[src/rtl/qed_dup_scheduler_pkg.sv]
// qed_dup_scheduler_pkg: shared FSM encoding and default sizes for the QED scheduler
package qed_dup_scheduler_pkg;
  typedef enum logic [1:0] {
    QED_RUN   = 2'd0,
    QED_DRAIN = 2'd1,
    QED_DONE  = 2'd2
  } qed_state_e;
  localparam int QED_DEPTH = 16;
  localparam int QED_CNT_W = 8;
endpackage

[src/rtl/qed_dup_scheduler_fifo.sv]
// qed_dup_scheduler_fifo: in-order FIFO of duplicate-transformed instructions
module qed_dup_scheduler_fifo #(
  parameter int DEPTH = 16
) (
  input  logic        clk,
  input  logic        rst_n,
  input  logic        i_push,
  input  logic        i_pop,
  input  logic [31:0] i_data,
  output logic [31:0] o_head,
  output logic        o_full,
  output logic        o_empty
);
  localparam int AW = $clog2(DEPTH);
  logic [AW:0] r_wr;
  logic [AW:0] r_rd;
  logic [31:0] r_mem [DEPTH];
  assign o_empty = r_wr == r_rd;
  assign o_full  = (r_wr[AW] != r_rd[AW]) && (r_wr[AW-1:0] == r_rd[AW-1:0]);
  assign o_head  = o_empty ? 32'h0 : r_mem[r_rd[AW-1:0]];
  // pointers carry an extra wrap bit so full and empty are distinguishable
  always_ff @(posedge clk) begin
    if (!rst_n) begin
      r_wr <= '0;
      r_rd <= '0;
    end else begin
      if (i_push) r_wr <= r_wr + 1'b1;
      if (i_pop) r_rd <= r_rd + 1'b1;
    end
  end
  // storage needs no reset; the head is masked while empty
  always_ff @(posedge clk) begin
    if (i_push) r_mem[r_wr[AW-1:0]] <= i_data;
  end
endmodule

[src/rtl/qed_dup_scheduler.sv]
// qed_dup_scheduler: chooses original vs duplicate per fetch slot and tracks QED consistency
module qed_dup_scheduler
  import qed_dup_scheduler_pkg::*;
#(
  parameter int DEPTH = QED_DEPTH,
  parameter int CNT_W = QED_CNT_W
) (
  input  logic             clk,
  input  logic             rst_n,
  input  logic             ena,
  input  logic             exec_dup_req,
  input  logic             drain_req,
  input  logic             fetch_valid,
  input  logic [31:0]      dup_instruction_in,
  output logic             exec_dup,
  output logic [31:0]      qed_instruction,
  output logic [CNT_W-1:0] orig_count,
  output logic [CNT_W-1:0] dup_count,
  output logic             qed_ready,
  output logic             fifo_full,
  output logic             cnt_sat
);
  qed_state_e       r_state;
  qed_state_e       w_state_nx;
  logic [CNT_W-1:0] r_orig;
  logic [CNT_W-1:0] r_dup;
  logic             r_sat;
  logic             r_ready;
  logic             w_empty;
  logic             w_full;
  logic             w_push;
  logic             w_pop;
  logic             w_sat_nx;
  qed_dup_scheduler_fifo #(.DEPTH(DEPTH)) u_fifo (
    .clk     (clk),
    .rst_n   (rst_n),
    .i_push  (w_push),
    .i_pop   (w_pop),
    .i_data  (dup_instruction_in),
    .o_head  (qed_instruction),
    .o_full  (w_full),
    .o_empty (w_empty)
  );
  // select, slot actions and next state; a full FIFO forces a duplicate so a push never overflows
  always_comb begin
    exec_dup   = ena && !w_empty && (r_state == QED_DRAIN || exec_dup_req || w_full);
    w_push     = ena && fetch_valid && r_state == QED_RUN && !exec_dup;
    w_pop      = ena && fetch_valid && r_state != QED_DONE && exec_dup;
    w_sat_nx   = r_sat || (w_push && &r_orig) || (w_pop && &r_dup);
    w_state_nx = !ena ? r_state :
                 (r_state == QED_RUN && drain_req) ? QED_DRAIN :
                 (r_state == QED_DRAIN && w_empty) ? QED_DONE : r_state;
  end
  // state register
  always_ff @(posedge clk) begin
    if (!rst_n) r_state <= QED_RUN;
    else r_state <= w_state_nx;
  end
  // saturating counters, sticky saturation flag and ready register one cycle behind the counts
  always_ff @(posedge clk) begin
    if (!rst_n) begin
      r_orig  <= '0;
      r_dup   <= '0;
      r_sat   <= 1'b0;
      r_ready <= 1'b0;
    end else begin
      if (w_push && !(&r_orig)) r_orig <= r_orig + 1'b1;
      if (w_pop && !(&r_dup)) r_dup <= r_dup + 1'b1;
      r_sat <= w_sat_nx;
      if (ena) r_ready <= (r_orig == r_dup) && (r_orig != '0) && !w_sat_nx;
    end
  end
  assign orig_count = r_orig;
  assign dup_count  = r_dup;
  assign cnt_sat    = r_sat;
  assign qed_ready  = r_ready;
  assign fifo_full  = w_full;
endmodule

[config.mk]
export PLATFORM = sky130hd
export DESIGN_NAME = qed_dup_scheduler
export DESIGN_NICKNAME = d
export VERILOG_FILES = /design/src/rtl/qed_dup_scheduler_pkg.sv /design/src/rtl/qed_dup_scheduler_fifo.sv /design/src/rtl/qed_dup_scheduler.sv
export SDC_FILE = /design/constraint.sdc
export NUM_CORES = 1
export LEC_CHECK = 0
export BUFFER_PORTS_ARGS = -buffer_cell sky130_fd_sc_hd__clkbuf_2
export CORE_ASPECT_RATIO = 1.75
export CORE_MARGIN = 1
export CORE_UTILIZATION = 45
export CTS_CLUSTER_SIZE = 20
export DETAILED_ROUTE_END_ITERATION = 10
export RECOVER_POWER = 25
export SLEW_MARGIN = 20
export SYNTH_ARGS = -nofsm -noshare
export SYNTH_HDL_FRONTEND = slang
export SYNTH_HIERARCHICAL = 1
export SYNTH_SLANG_ARGS = --single-unit
[constraint.sdc]
create_clock -name clk -period 3.75 [get_ports clk]
set_clock_uncertainty 0.2 [all_clocks]
set_input_delay 0.1875 -clock clk [delete_from_list [all_inputs] [get_ports clk]]
set_output_delay 0.1875 -clock clk [all_outputs]
set_load 0.02 [all_outputs]
==> results.md, run 1 <==
* Area growth from synthesis to layout at 14.29%
* Die span in y at 290.2 um
* Per-cell routed wire length at 27.57 um
* Yosys warns at 6
* First-pass GRT wire length at 72.59 mm
* Syn Area/Cell at 21.49 sq um
* Final ANT Viol Nets at 0
* Max-cap violations at 0
* Synthesized cell area at 0.02136 sq mm
* Initial DRC Count at 746
* Deepest level of the CTS H-tree at 2
* Syn Nets at 1040
* CTS tree: done
* Clock-pin slew on the worst setup and hold paths at 70 ps
* Predominant post-synthesis flop cell: edfxtp_1
* Yosys cell types at 53
* Area of the die at 0.04838 sq mm
* Die X at 166.7 um
* CTS Sinks at 546
* Share of layout cells above drive strength 1 at 29.83%
* I/O Buffers at 89
* Async SR Flop Fraction at 0%
* Root buf cell: clkbuf_16
* Buf/Inv on CP at 1
* Worst hold slack at 40.99 ps
* Synthesis-stage register bit count at 546
* RSZ-0062 raised after global routing: false
* Filler instances at 3658
* First-pass detailed-route iteration total at 5
* Setup Total Neg Slack at 0 ps
* Crit-path cells: or2_2, o22ai_1, a211oi_2, clkbuf_2
* Via-per-instance ratio at 5.927
* GRT Residual Overflow at 0
* F_max at 0.2948 GHz
* Leak pwr at 7.683 nW
* Main combinational cell family by area after synthesis: multiplexers
* Final hold violation count at 0
* Final slew viol count at 0
* CP max-delay cell: or2_2
* IO Pins at 90
* Setup Crit Path Kind: register to output port
* Compound-Gate Fraction of Synth Area at 4.053%
* CP top delay family: simple AND/OR/NAND/NOR gates
* Maximum buffer depth of the clock tree at 3
* Pwr dens at 498.8 mW/mm^2
* Worst vdd ir at 0.0004160 V
* Number of CTS-inserted buffers at 48
* Multi-input gate area at 0.004911 sq mm
* Worst-Skew Late Latency at 570 ps
* Fin crit share at 90.45%
* EDFF count, synth at 512
* Endpoints failing setup at 0
* Vias at 10479
* Simple-Gate Fraction of Synth Area at 3.157%
* Crit-path max FO at 32
* Flip-flop and latch area at 0.01607 sq mm
* Xor and xnor fraction of the mapped netlist area at 1.353%
* Number of core rows at 105
* Vias in the first global route at 10976
* Initial antenna violation count at 0
* CP arrival at 3000 ps
* Final min period at 3392 ps
* Min-Delay Path Class: input port to register
* Worst EP required at 3360 ps
* Routed WL at 48.74 mm
* Synth Area in Adders at 0.4685%
* Hpwl dp at 30.38 mm
* Total core area at 0.04690 sq mm
* Largest net degree at the start of global routing at 65
* Outcome: finished, final reports clean
* Starting density of the core at 45.55%
* # diodes at 0
* Cts repair resizes at 0
* Critical Path Source Type: register
* Slowest Stage Delay on Critical Path at 900 ps
* Hold path cells at 3
* Max-slew headroom at 30.18%
* Post-synthesis mux area share at 13.81%
* Nets at 1189
* Post-Syn Instances at 994
* DRC violation count after routing at 0
* CP Capture Type: output port
* GPL Wtd Cong at 0.7615
* Cells on worst reg2reg path at 7
* Worst Tran Pin Value at 1047 ps
* Seq/Total Area, Yosys at 75.16%
* Total stage count of the critical path at 4
* Gr usage total at 20.64%
## metrics by stage
| step | total power, mW | instance area (sq um) | setup WS [ps] | utilization (%) | instances |
|---|---|---|---|---|---|
| floorplan | 7.077 | 21360 | 126.2 | - | 994 |
| global placement | 7.298 | 22510 | 491.3 | 48.00 | 1646 |
| detailed placement | 7.310 | 22510 | 468.7 | 48.00 | 1646 |
| CTS | 12.28 | 24440 | 336.9 | 52.11 | 1768 |
| global route | 12.51 | 24420 | 253.9 | 52.06 | 1768 |
| finish | 12.18 | 24420 | 358.3 | 52.06 | 1768 |
## cell usage in the layout, fill, tap and decap left out, types with 4 or more instances in the layout
cell type / n
a211oi_1: 5
buf_12: 8
bufinv_16: 6
clkinv_4: 4
buf_4: 22
mux4_2: 118
a211oi_2: 27
mux4_1: 10
clkinv_2: 9
clkbuf_1: 20
nand3_1: 5
nor2b_1: 7
and2_1: 25
nand2_1: 11
edfxtp_1: 512
inv_1: 4
clkbuf_16: 48
and2_2: 15
clkbuf_2: 71
nor2_1: 5
dfxtp_1: 31
dlygate4sd3_1: 35
nand4_1: 11
xnor2_1: 18
xor2_1: 14
clkinv_1: 11
o22ai_1: 64
ha_1: 8
## sequential cells by signal, summed over array words and instances (netlist names), named ones only
register and flops:
orig_count 8, r_state 2, u_fifo/r_mem 512, dup_count 8
u_fifo/r_wr 5, cnt_sat 1, qed_ready 1, u_fifo/r_rd 5
## cell usage after synthesis (all sizes together) (2+ instances only)
cell type	number	area, sq um
mux4	128	2920
nor3b	3	27.52
nor4	5	65.07
nor2	5	18.77
nand2	12	45.04
xor2	14	122.6
buf	46	364.1
nor2b	7	43.79
ha	8	100.1
nand3b	2	15.01
a21oi	3	15.01
a211oi	32	375.4
nor4b	2	23.77
mux2i	3	30.03
nand3	5	25.02
clkbuf	9	37.54
and2	40	250.2
nand2b	5	33.78
nor3	2	10.01
o22ai	64	400.4
dfxtp	34	680.7
edfxtp	512	15370
xnor2	19	166.4
o21ai	2	10.01
nand4	11	68.82
a21boi	2	15.01
inv	7	26.28
## area by class of cell
| type | count | area share [%] |
|---|---|---|
| timing repair buffer | 154 | 4.499 |
| multi-input combinational | 386 | 20.11 |
| inverter | 7 | 0.1076 |
| sequential | 546 | 65.80 |
| clock buffer | 50 | 4.950 |
| tap | 588 | 3.013 |
| clock inverter | 37 | 1.512 |
## routing by layer
layer	global-route usage, %	wire (um)	vias to the layer above
met1	26.06	19200	5611
met3	2.492	2228	78
met5	0	0	-
met4	6.662	1331	0
li1	-	-	4466
met2	36.92	25980	324
## power by group
group          leakage, nW  total [mW]  switching, mW  internal [mW]
Clock                0.770        4.98           2.20           2.78
Combinational         2.03       0.485          0.318          0.167
Sequential            4.89        6.71         0.0191           6.69
Total                 7.68        12.2           2.54           9.64
## worst min-delay path, cell delays in order
cell	delay, ps
clkbuf_2	350
nand2_1	170
mux2i_1	60
## logic make-up after synthesis
| family | Yosys count |
|---|---|
| flops | 546 |
| mux | 131 |
| compound gates | 109 |
| simple gates | 105 |
| buf+inv | 62 |
| xor+xnor | 33 |
| fa+ha+maj | 8 |
## timing repair
| item | CTS | global route |
|---|---|---|
| endpoints found under the hold margin | 496 | 0 |
| hold buffers | 35 | 0 |
| buffers inserted | 0 | 0 |
## path summary, 6_finish.rpt
check,end,slack (ps),from
hold reg to reg,qed_ready,290,qed_ready
setup reg to reg,u_fifo/r_mem[11][27],470,u_fifo/r_wr[0]
hold / removal,orig_count[3],40,rst_n
setup / recovery,qed_instruction[10],360,register
Note: power is estimated with default switching activity, not from simulation.
==> run 2: changes to the inputs <==
- CTS_BUF_LIST: not set -> sky130_fd_sc_hd__clkbuf_8
==> results.md, run 2 (synthesis results as in run 1) <==
* Outcome: finished, final reports clean
* Worst setup margin at 266.6 ps
* I/O Buffers at 89
* Area growth from synthesis to layout at 13.77%
* Number of core rows at 105
* CP arrival at 3100 ps
* CTS Hold Buffers Added at 39
* Slowest Stage Delay on Critical Path at 910 ps
* CP Capture Type: output port
* Total power at 11.57 mW
* Crit-path max FO at 32
* Total stage count of the critical path at 4
* First-pass detailed-route iteration total at 5
* Clock-pin slew on the worst setup and hold paths at 60 ps
* Setup Buffers After CTS at 0
* Initial antenna violation count at 2
* Placed insts at 1646
* Die span in y at 290.2 um
* Crit-path cells: or2_2, o22ai_1, a211oi_2, clkbuf_2
* Critical hold path startpoint: exec_dup_req
* Final ANT Viol Nets at 0
* Max FFs per register at 512
* Setup crit end: qed_instruction[10]
* Most common cell after layout, fill and taps aside: edfxtp_1
* Endpoints failing setup at 0
* CTS tree: done
* Cells on worst reg2reg path at 7
* Fin cells at 1827
* Max-slew headroom at 29.50%
* IO Pins at 90
* Final slew viol count at 0
* Dpl ws at 468.7 ps
* First-pass GRT wire length at 73.23 mm
* RSZ-0062 raised after global routing: false
* Area of the die at 0.04838 sq mm
* Deepest level of the CTS H-tree at 3
* Root buf cell: clkbuf_8
* Worst hold slack at 137.5 ps
* Most frequent cells in the layout: 512 x edfxtp_1, 118 x mux4_2, 77 x clkbuf_8
* Share of layout cells above drive strength 1 at 30.15%
* Die X at 166.7 um
* Largest net degree at the start of global routing at 65
* Core Util, Final at 51.82%
* Cts repair resizes at 0
* Pwr dens at 476.2 mW/mm^2
* R2r startpoint: u_fifo/r_wr[0]
* Vias at 10588
* Initial DRC Count at 817
* GPL Wtd Cong at 0.7615
* Fin crit share at 92.89%
* Final hold violation count at 0
* RR Endpoint: u_fifo/r_mem[11][0]
* Setup Crit Path Kind: register to output port
* Vias in the first global route at 11338
* Post-route cell area at 0.02430 sq mm
* Final min period at 3483 ps
* Worst EP required at 3360 ps
* CTS Sinks at 546
* CP max-delay cell: or2_2
* Setup Total Neg Slack at 0 ps
* Leak pwr at 7.738 nW
* Worst vdd ir at 0.0001857 V
* DP Area at 0.02251 sq mm
* Via-per-instance ratio at 5.795
* Total core area at 0.04690 sq mm
* Buf/Inv on CP at 1
* R2R setup slack at 460 ps
* Critical Path Source Type: register
* CP top delay family: simple AND/OR/NAND/NOR gates
* Number of CTS-inserted buffers at 77
* Starting density of the core at 45.55%
* Routed WL at 49.09 mm
* F_max at 0.2871 GHz
* Worst Tran Pin Value at 1057 ps
* Hpwl dp at 30.38 mm
* Min-Delay Path Class: input port to register
* Per-cell routed wire length at 26.87 um
* Maximum buffer depth of the clock tree at 3
* GRT Residual Overflow at 0
* Nets at 1222
* Gr usage total at 20.96%
* Worst-Skew Late Latency at 640 ps
* DRC violation count after routing at 0
* Max-cap violations at 0
==> run 2: cell types whose count changed in the layout (fill, tap and decap cells not counted), sizes merged <==
cell,delta
clkbuf,+27
inv,+25
diode,+2
clkinv,+4
dlygate4sd3,+4
bufinv,-3
==> run 2: area by class of cell <==
type / count / area, sq um
fillers: 3717 / 22600
flip-flops and latches: 546 / 16070
multi-input cells: 386 / 4911
repair buffers: 158 / 1136
clock buffers: 77 / 1060
well taps: 588 / 735.7
clock inverters: 63 / 364.1
inverters: 7 / 26.28
diodes: 2 / 5.005
==> run 2: where the power goes <==
part	leakage, nW	switching [mW]	internal (mW)
clock network	0.814	2.22	2.15
logic	2.04	0.316	0.169
registers	4.89	0.0189	6.70
total	7.74	2.56	9.02
==> run 2: worst min path at each step <==
stage                     slack (ps)                 end  cells after the start
after floorplan                   90  u_fifo/r_mem[0][0]                      0
after global placement           270           qed_ready                      2
after detailed placement         270           qed_ready                      2
after CTS                        100       orig_count[7]                      5
after global routing             150       orig_count[7]                      5
final                            140       orig_count[7]                      5
==> run 2: layer usage <==
| layer | GRT usage [%] | wire length, um |
|---|---|---|
| met5 | 0 | 0 |
| met4 | 7.791 | 1300 |
| met3 | 4.004 | 2756 |
| met2 | 36.47 | 25820 |
| met1 | 25.94 | 19210 |
==> run 2: worst register-to-register path: cells and delay by family, from the launching register on <==
family                    cells  cell delay (ps)
DFF                           1              450
AOI/OAI and AO/OA             1              220
buffers and inverters         1              180
xor gates and xnor gates      1              140
and+or+nand+nor               4             1670
